===== src/rtl/bcd_mod_counter.sv =====
// bcd_mod_counter: cascadable packed-BCD counter with programmable modulus,
// up/down direction, synchronous clear and a validated parallel load.
// Digit arithmetic is done per BCD nibble; no binary conversion is in the datapath.
// Optional feature macro: PRESCALE_EN builds an enable prescaler that divides
// en by PRESCALE. Without it, tick is constant 1.
`timescale 1ns/1ps

module bcd_mod_counter #(
  parameter int DIGITS   = 2,
  parameter int MODULUS  = 60,
  parameter int PRESCALE = 1
) (
  input  logic                  clk,
  input  logic                  rst_n,
  input  logic                  en,
  input  logic                  up_dn,
  input  logic                  clr,
  input  logic                  load,
  input  logic [4*DIGITS-1:0]   load_val,
  output logic [4*DIGITS-1:0]   cnt,
  output logic                  tc,
  output logic                  cout,
  output logic                  load_err
);

  localparam int W = 4 * DIGITS;

  function automatic int pow10(input int n);
    int r;
    r = 1;
    for (int i = 0; i < n; i++) r = r * 10;
    return r;
  endfunction

  // Elaboration-time encoding of a binary constant into packed BCD.
  function automatic logic [W-1:0] to_bcd(input int v);
    logic [W-1:0] r;
    int           x;
    r = '0;
    x = v;
    for (int k = 0; k < DIGITS; k++) begin
      r[4*k +: 4] = 4'(x % 10);
      x = x / 10;
    end
    return r;
  endfunction

  // Largest legal count; it also bounds accepted loads, so MODULUS == 10^DIGITS
  // never needs a value wider than the count itself.
  localparam logic [W-1:0] MAX_BCD = to_bcd(MODULUS - 1);

  // PRESCALE is validated even when the prescaler is compiled out, so a bad
  // configuration is caught before the feature is switched on.
  if (DIGITS < 1 || DIGITS > 8) begin : g_bad_digits
    $error("bcd_mod_counter: DIGITS must be 1..8");
  end
  if (MODULUS < 2 || MODULUS > pow10(DIGITS)) begin : g_bad_modulus
    $error("bcd_mod_counter: MODULUS must be 2..10^DIGITS");
  end
  if (PRESCALE < 1 || PRESCALE > 65535) begin : g_bad_prescale
    $error("bcd_mod_counter: PRESCALE must be 1..65535");
  end

  logic         tick;
  logic         is_max;
  logic         is_zero;
  logic         wrap;
  logic         digits_ok;
  logic         load_ok;
  logic         carry;
  logic [W-1:0] step_val;

  assign is_max  = (cnt == MAX_BCD);
  assign is_zero = (cnt == '0);
  assign wrap    = up_dn ? is_max : is_zero;
  assign tc      = en & tick & wrap;

`ifdef PRESCALE_EN
  localparam logic [15:0] PRE_LAST = 16'(PRESCALE - 1);
  logic [15:0] pre_cnt;

  assign tick = (pre_cnt == PRE_LAST);

  // Prescaler: advances while en is high, restarts on clear or an accepted load.
  always_ff @(posedge clk or negedge rst_n) begin
    if (!rst_n) begin
      pre_cnt <= '0;
    end else if (clr || (load && load_ok)) begin
      pre_cnt <= '0;
    end else if (en) begin
      pre_cnt <= tick ? '0 : pre_cnt + 16'd1;
    end
  end
`else
  assign tick = 1'b1;
`endif

  // Load validation: every nibble must be a decimal digit and the value in range.
  always_comb begin
    // NOTE: every always_comb output gets a default first, so no path can
    // leave it unassigned and infer a latch.
    digits_ok = 1'b1;
    for (int k = 0; k < DIGITS; k++) begin
      if (load_val[4*k +: 4] > 4'd9) digits_ok = 1'b0;
    end
  end

  assign load_ok = digits_ok && (load_val <= MAX_BCD);

  // Next count for one step: per-digit increment/decrement with ripple carry,
  // then substitution of the wrap value at the ends of the range.
  always_comb begin
    step_val = cnt;
    carry    = 1'b1;
    for (int k = 0; k < DIGITS; k++) begin
      if (carry) begin
        if (up_dn) begin
          if (cnt[4*k +: 4] == 4'd9) begin
            step_val[4*k +: 4] = 4'd0;
          end else begin
            step_val[4*k +: 4] = cnt[4*k +: 4] + 4'd1;
            carry              = 1'b0;
          end
        end else begin
          if (cnt[4*k +: 4] == 4'd0) begin
            step_val[4*k +: 4] = 4'd9;
          end else begin
            step_val[4*k +: 4] = cnt[4*k +: 4] - 4'd1;
            carry              = 1'b0;
          end
        end
      end
    end
    if (up_dn && is_max) begin
      step_val = '0;
    end else if (!up_dn && is_zero) begin
      step_val = MAX_BCD;
    end
  end

  // Count register with clr > load > count > hold priority; cout and load_err
  // are single-cycle pulses cleared on every other edge.
  always_ff @(posedge clk or negedge rst_n) begin
    // NOTE: only the architectural state is reset here, asynchronously; the
    // non-blocking assignments keep every register sampling pre-edge values.
    if (!rst_n) begin
      cnt      <= '0;
      cout     <= 1'b0;
      load_err <= 1'b0;
    end else begin
      cout     <= 1'b0;
      load_err <= 1'b0;
      if (clr) begin
        cnt <= '0;
      end else if (load) begin
        if (load_ok) cnt <= load_val;
        else         load_err <= 1'b1;
      end else if (en && tick) begin
        cnt  <= step_val;
        cout <= wrap;
      end
    end
  end

endmodule


===== config.mk =====
export PLATFORM = sky130hd
export DESIGN_NAME = bcd_mod_counter
export DESIGN_NICKNAME = d
export VERILOG_FILES = /design/src/rtl/bcd_mod_counter.sv
export SDC_FILE = /design/constraint.sdc
export NUM_CORES = 1
export LEC_CHECK = 0
export CAP_MARGIN = 20
export CORE_UTILIZATION = 46
export CTS_BUF_LIST = sky130_fd_sc_hd__clkbuf_16
export DETAILED_ROUTE_END_ITERATION = 16
export PLACE_DENSITY = 0.78
export SYNTH_ARGS = -nofsm -noshare
export SYNTH_HDL_FRONTEND = slang
export SYNTH_SLANG_ARGS = --single-unit

===== constraint.sdc =====
create_clock -name clk -period 2.6 [get_ports clk]
set_input_delay 0.52 -clock clk [delete_from_list [all_inputs] [get_ports clk]]
set_output_delay 0.52 -clock clk [all_outputs]
set_load 0.01 [all_outputs]

; ---- Word-level counts from Yosys, hierarchy flattened
; Index checks and enable logic that the tools add are counted.
[classes]
n_reduce_logical = 11
bitwise_logic = 1
shift = 0
addsub = 4
mul = 0
n_mux = 25
n_eq_ne = 4
div_mod_pow = 0
order_cmp = 3
[op_table]
columns = op, n
row1 = 2-to-1 mux 8 bit, 6
row2 = 2-to-1 mux 4 bit, 7
row3 = 2-to-1 mux 1 bit, 12
row4 = "adder 4 x 1 -> 4 bit, second input constant", 2
row5 = "equality test 4 bit, second input constant", 2
row6 = "equality test 8 x 7 -> 1 bit, second input constant", 1
row7 = "> comparator 4 bit, second input constant", 2
row8 = "less-or-equal comparator 8 x 7 -> 1 bit, second input constant", 1
row9 = zero test 4 bit, 2
row10 = zero test 8 bit, 1
row11 = "subtractor 4 x 1 -> 4 bit, second input constant", 2
row12 = nonzero test 5 bit, 1
row13 = logical AND 1 bit, 3
row14 = "inequality test 3 x 2 -> 1 bit, second input constant", 1
row15 = AND reduction 3 bit, 1
row16 = nonzero test 3 bit, 1
row17 = AND reduction 2 bit, 1
row18 = AND 1 bit, 1
row19 = zero test 1 bit, 1
[word_totals]
latchBits = 0
romBits = 0
mem_count = 0
output_inout_bits = 11
word_cells = 52
ram_bits = 0
regBits = 10
input_bits = 14

; ---- Logic depth before layout (Yosys ltp)
; Gate-level depths: netlist (run 1).
[depth]
ltp_word = 9
mapped_depth = 7
mapped_depth_nobuf = 6

; ---- Worst setup path after synthesis (run 1)
; No wires, ideal clock.
[synth_timing]
kind = reg-to-output
from = register cnt[0]
to = output port tc
path_stages_with_launch = 7
t_required_ns = 2.080
t_arrival_ns = 1.651
n_path_buf = 0
setup_slack_ns = 0.429
cell_sequence = dfrtp_1 -> inv_1 -> ha_1 -> nor4b_2 -> nand2_1 -> a211oi_1 -> and2_1
[synth_via]
elab_chain_len = 3
word_cells_on_any_way = 4
cone_classes = eq/ne (1) / mux (1) / bitwise (1) / reduce/logical (1)
[synth_lines]
columns = element, line
row1 = start: declaration, 20  ; output logic [4*DIGITS-1:0] cnt,
row2 = start signal: assignment, 156  ; if (load_ok) cnt <= load_val;
row3 = start signal: assignment, 159  ; cnt <= step_val;
row4 = equality test 8 x 7 -> 1 bit / zero test 8 bit (equally long branches), "73, 74"
row5 = 2-to-1 mux 1 bit *, 75  ; assign wrap = up_dn ? is_max : is_zero;
row6 = AND 1 bit *, 76  ; assign tc = en & tick & wrap;
row7 = end: declaration, 21  ; output logic tc,
; Mark *: on every way between the ends. The rest lies on a longest branch, timed or not.

; ---- Final worst setup path (run 1)
; Same ends and word-level chain as after synthesis.

==> impl_results.md, run 1 <==
- Status: completed
- Area grow syn2layout: 46.2%
- Power Density: between 500 and 600 nW/um^2
- CTS tree: yes
- Post-synth top cells: 10 x dfrtp_1, 7 x nand2_1, 6 x inv_1, 6 x nor2_1, 6 x o21ai_0
- Synth top area share: 28.6%
- Worst r2r path cells: 7
- Clk root buf: clkbuf_16
- Most common cell in the netlist: dfrtp_1
- Worst setup margin: ~0.14 ns
- Yosys top cell by area: dfrtp_1
- CP max-delay cell: dfrtp_1
- First-pass GRT wire length: approximately 4.1 mm
- CP Capture Point: tc
- Clk_skew: 0.00279 ns
- FF+latch count, synth: 10
- CTS HTree Levels: 1
- Crit-path max cell delay: 0.41 ns
- Max_cap viols: 0
- Uppermost layer routed: met4
- CTS Buf Count: 3
- Adder-Cell Fraction of Synth Area: 5.72%
- Final ANT Viol Nets: 0
- PortBufs: 24
- Met3 WL post-DR: 102 um
- Via/cell ratio: about 6.0
- Nets: 153
- Initial antenna violation count: 0
- DRT Pass-1 Iters: 4
- CTS Sinks: 10
- Max-Slew Margin vs Limit: 64.0%
- Reg-to-reg endpoint: cnt[6]
- Hold Vio Cnt, Final: 0
- CP Capture Type: primary output
- Layout cells sized above 1: between 10% and 20%
- Post-detail-place hpwl: 1.75 mm
- Final setup vio count: 0
- Postcts setup bufs: 0
- Post-synth EDFFs: 0
- Final Cycle Share: a little over nine tenths
- Synthesized Nets: 120
- Slew Limit Fails: 0
- Height of the die: 45.6 um
- GP Congestion: 0.828
- Post-Synth Simple-Gate Area: 23.3%
- Critical Path Fanout Max: 4
- Row count: 15
- Horiz. Die Dim: 45.6 um
- Post-Syn Area: 875 um^2
- CP arrival: 1.94 ns
- Initial core utilization: 50.1%
- Syn_area_per_cell: about 8.6 um^2
- Distinct cells, synth: 46
- R2R setup slack: 0.69 ns
- Largest family of logic cells by synthesized area: compound AO/OA/AOI/OAI gates
- Vias post-DR: roughly 950
- Fmax: 0.406 GHz
- RSZ-0062 raised after global routing: false
- # IOs: 25
- Async set or reset register ratio after synthesis: 100%
- WL per Instance: about 16 um
- Clk_lat worst skew: 0.24 ns
- Worst hold path cell count: 2
- Iteration-0 DRC Markers: 19
- Top FF cell, synth: dfrtp_1
- VDD IR max: a little under 500 uV
- Die area: 2080 um^2
- Ant diodes: 0
- Clk slew on worst S/H paths: roughly 0.040 ns
- Critical path launch point type: flop
- CTS Buffer Depth: 2
- Worst Setup SP: cnt[0]
- Syn Inst Count: 102
- Yosys warns: 0
- Sequential-to-total area share from yosys stat: 28.6%
- Worst-path cell chain: inv_1, ha_2, nor4b_4, nand2_1, a211oi_2, and2_1, dlygate4sd2_1
- Period minus WS final: approximately 2.5 ns
- Min-Delay Path Class: flop to flop
- Setup TNS: 0 ns
- GRT Residual Overflow: 0
- Compound-Gate Fraction of Synth Area: slightly above 30%
- Core area: 1750 um^2
- Vias in the first global route: 887
- Critical Path RT: 2.08 ns
- Met2 Wirelength: 1.26 mm
- Drt drc: 0
- Worst r2r src: cnt[0]
- Total wire length: 2.51 mm
- Pin count of the biggest net entering global routing: 12
- Xor and xnor area share after synthesis: under 10%
- CP Class: flop to primary output
- Gr usage total: around 28%
- FILL cells: 145
- Wl on met1: 1.06 mm
- Least-Margin Pin Slew: 0.540 ns
- Largest cells by area after synthesis: dfrtp_1 29%, ha_1 5.7%, o21ai_0 3.4%
- Mux cell area share after synthesis: 3.58%
- Pre-CTS WS: -0.260 ns
- Leakage: 0.540 nW
[state kept, by name, indices dropped and copies added, names as in the netlist]
| signal | cells |
|---|---|
| cout | 1 |
| load_err | 1 |
| cnt | 8 |
[layer usage]
| layer | GRT usage [%] | vias to the layer above |
|---|---|---|
| met5 | 0 | - |
| met4 | 15.8 | 0 |
| met3 | 5.56 | 9 |
| met2 | 47.7 | 33 |
| met1 | 32.8 | 457 |
| li1 | - | 454 |
[cell type report]
class | count | area, um^2 | area share, %
flip-flops and latches | 10 | 250 | 19.6
multi-input cells | 80 | 583 | 45.6
clock buffers | 3 | 75.1 | 5.87
inverters | 6 | 22.5 | 1.76
well taps | 25 | 31.3 | 2.45
clock inverters | 1 | 3.75 | 0.294
repair buffers | 34 | 313 | 24.5
[cell usage in the layout, fill, tap and decap left out, types with 2 or more instances in the layout]
master,Yosys,layout
o211ai_1,2,2
clkbuf_16,0,3
buf_4,1,10
and2_1,2,2
nor2b_1,3,3
o21ai_0,6,6
dfrtp_1,10,10
ha_1,4,3
nor2_1,6,6
a21boi_0,2,2
inv_1,6,6
a221oi_1,2,2
nand2_1,7,7
a31oi_1,2,2
mux2i_1,2,2
nor3b_1,2,2
and3_1,3,3
nor3_1,3,3
clkdlybuf4s50_1,0,22
a22oi_1,4,4
a21oi_1,5,5
dlygate4sd2_1,0,2
[worst max-delay path, delay by kind of cell (launching register included)]
kind / cells / cell delay (ns)
simple gates: 3 / 0.48
flops: 1 / 0.41
buf+inv: 2 / 0.38
compound gates: 1 / 0.24
fa+ha+maj: 1 / 0.20
[timing repair]
item / CTS / global route
pin swaps: 1 / 0
gates cloned: 0 / 0
hold buffers: 0 / 0
setup endpoints to repair: 1 / 1
resized for setup: 4 / 1
[report_power, final]
| part | total, mW | internal (mW) | switching [mW] |
|---|---|---|---|
| clock | 0.283 | 0.202 | 0.0803 |
| combinational | 0.254 | 0.135 | 0.119 |
| sequential | 0.207 | 0.174 | 0.0333 |
[through the flow]
stage               instances  total power [mW]  hold WS (ns)  area (um^2)  utilization, %
floorplan                 102             0.338         0.224          875               -
global placement          155             0.444         0.548         1190            68.0
detailed placement        155             0.449         0.550         1190            68.0
CTS                       159             0.741         0.570         1280            73.1
global route              159             0.780         0.638         1280            73.3
finish                    159             0.744         0.574         1280            73.3
[how the worst min path moves through the flow]
stage,start,to,slack [ns]
floorplan,rst_n,cnt[0],0.22
global placement,cnt[0],cnt[0],0.55
detailed placement,cnt[0],cnt[0],0.55
CTS,cnt[0],cnt[0],0.57
global route,cnt[0],cnt[0],0.64
finish,cnt[0],cnt[0],0.57
[cells by family (layout without fill, tap and decap cells)]
kind of cell	Yosys count	in the layout
AO/OA/AOI/OAI	36	36
AND/OR/NAND/NOR	35	35
buffers and inverters	12	44
flip-flops	10	10
adder cells (fa/ha/maj)	4	4
multiplexers	3	3
XOR/XNOR	2	2
No activity file was read; power rests on OpenSTA's default activity.
==> inputs of run 2 (changes only) <==
- TNS_END_PERCENT: default -> 100
==> results of run 2 <==
Final layout, timing and power as in run 1 (identical DEF).
==> inputs of run 3 (changes only) <==
- ABC_CLOCK_PERIOD_IN_PS: default -> 2600
==> results of run 3 <==
Final layout, timing and power as in run 1 (identical DEF).
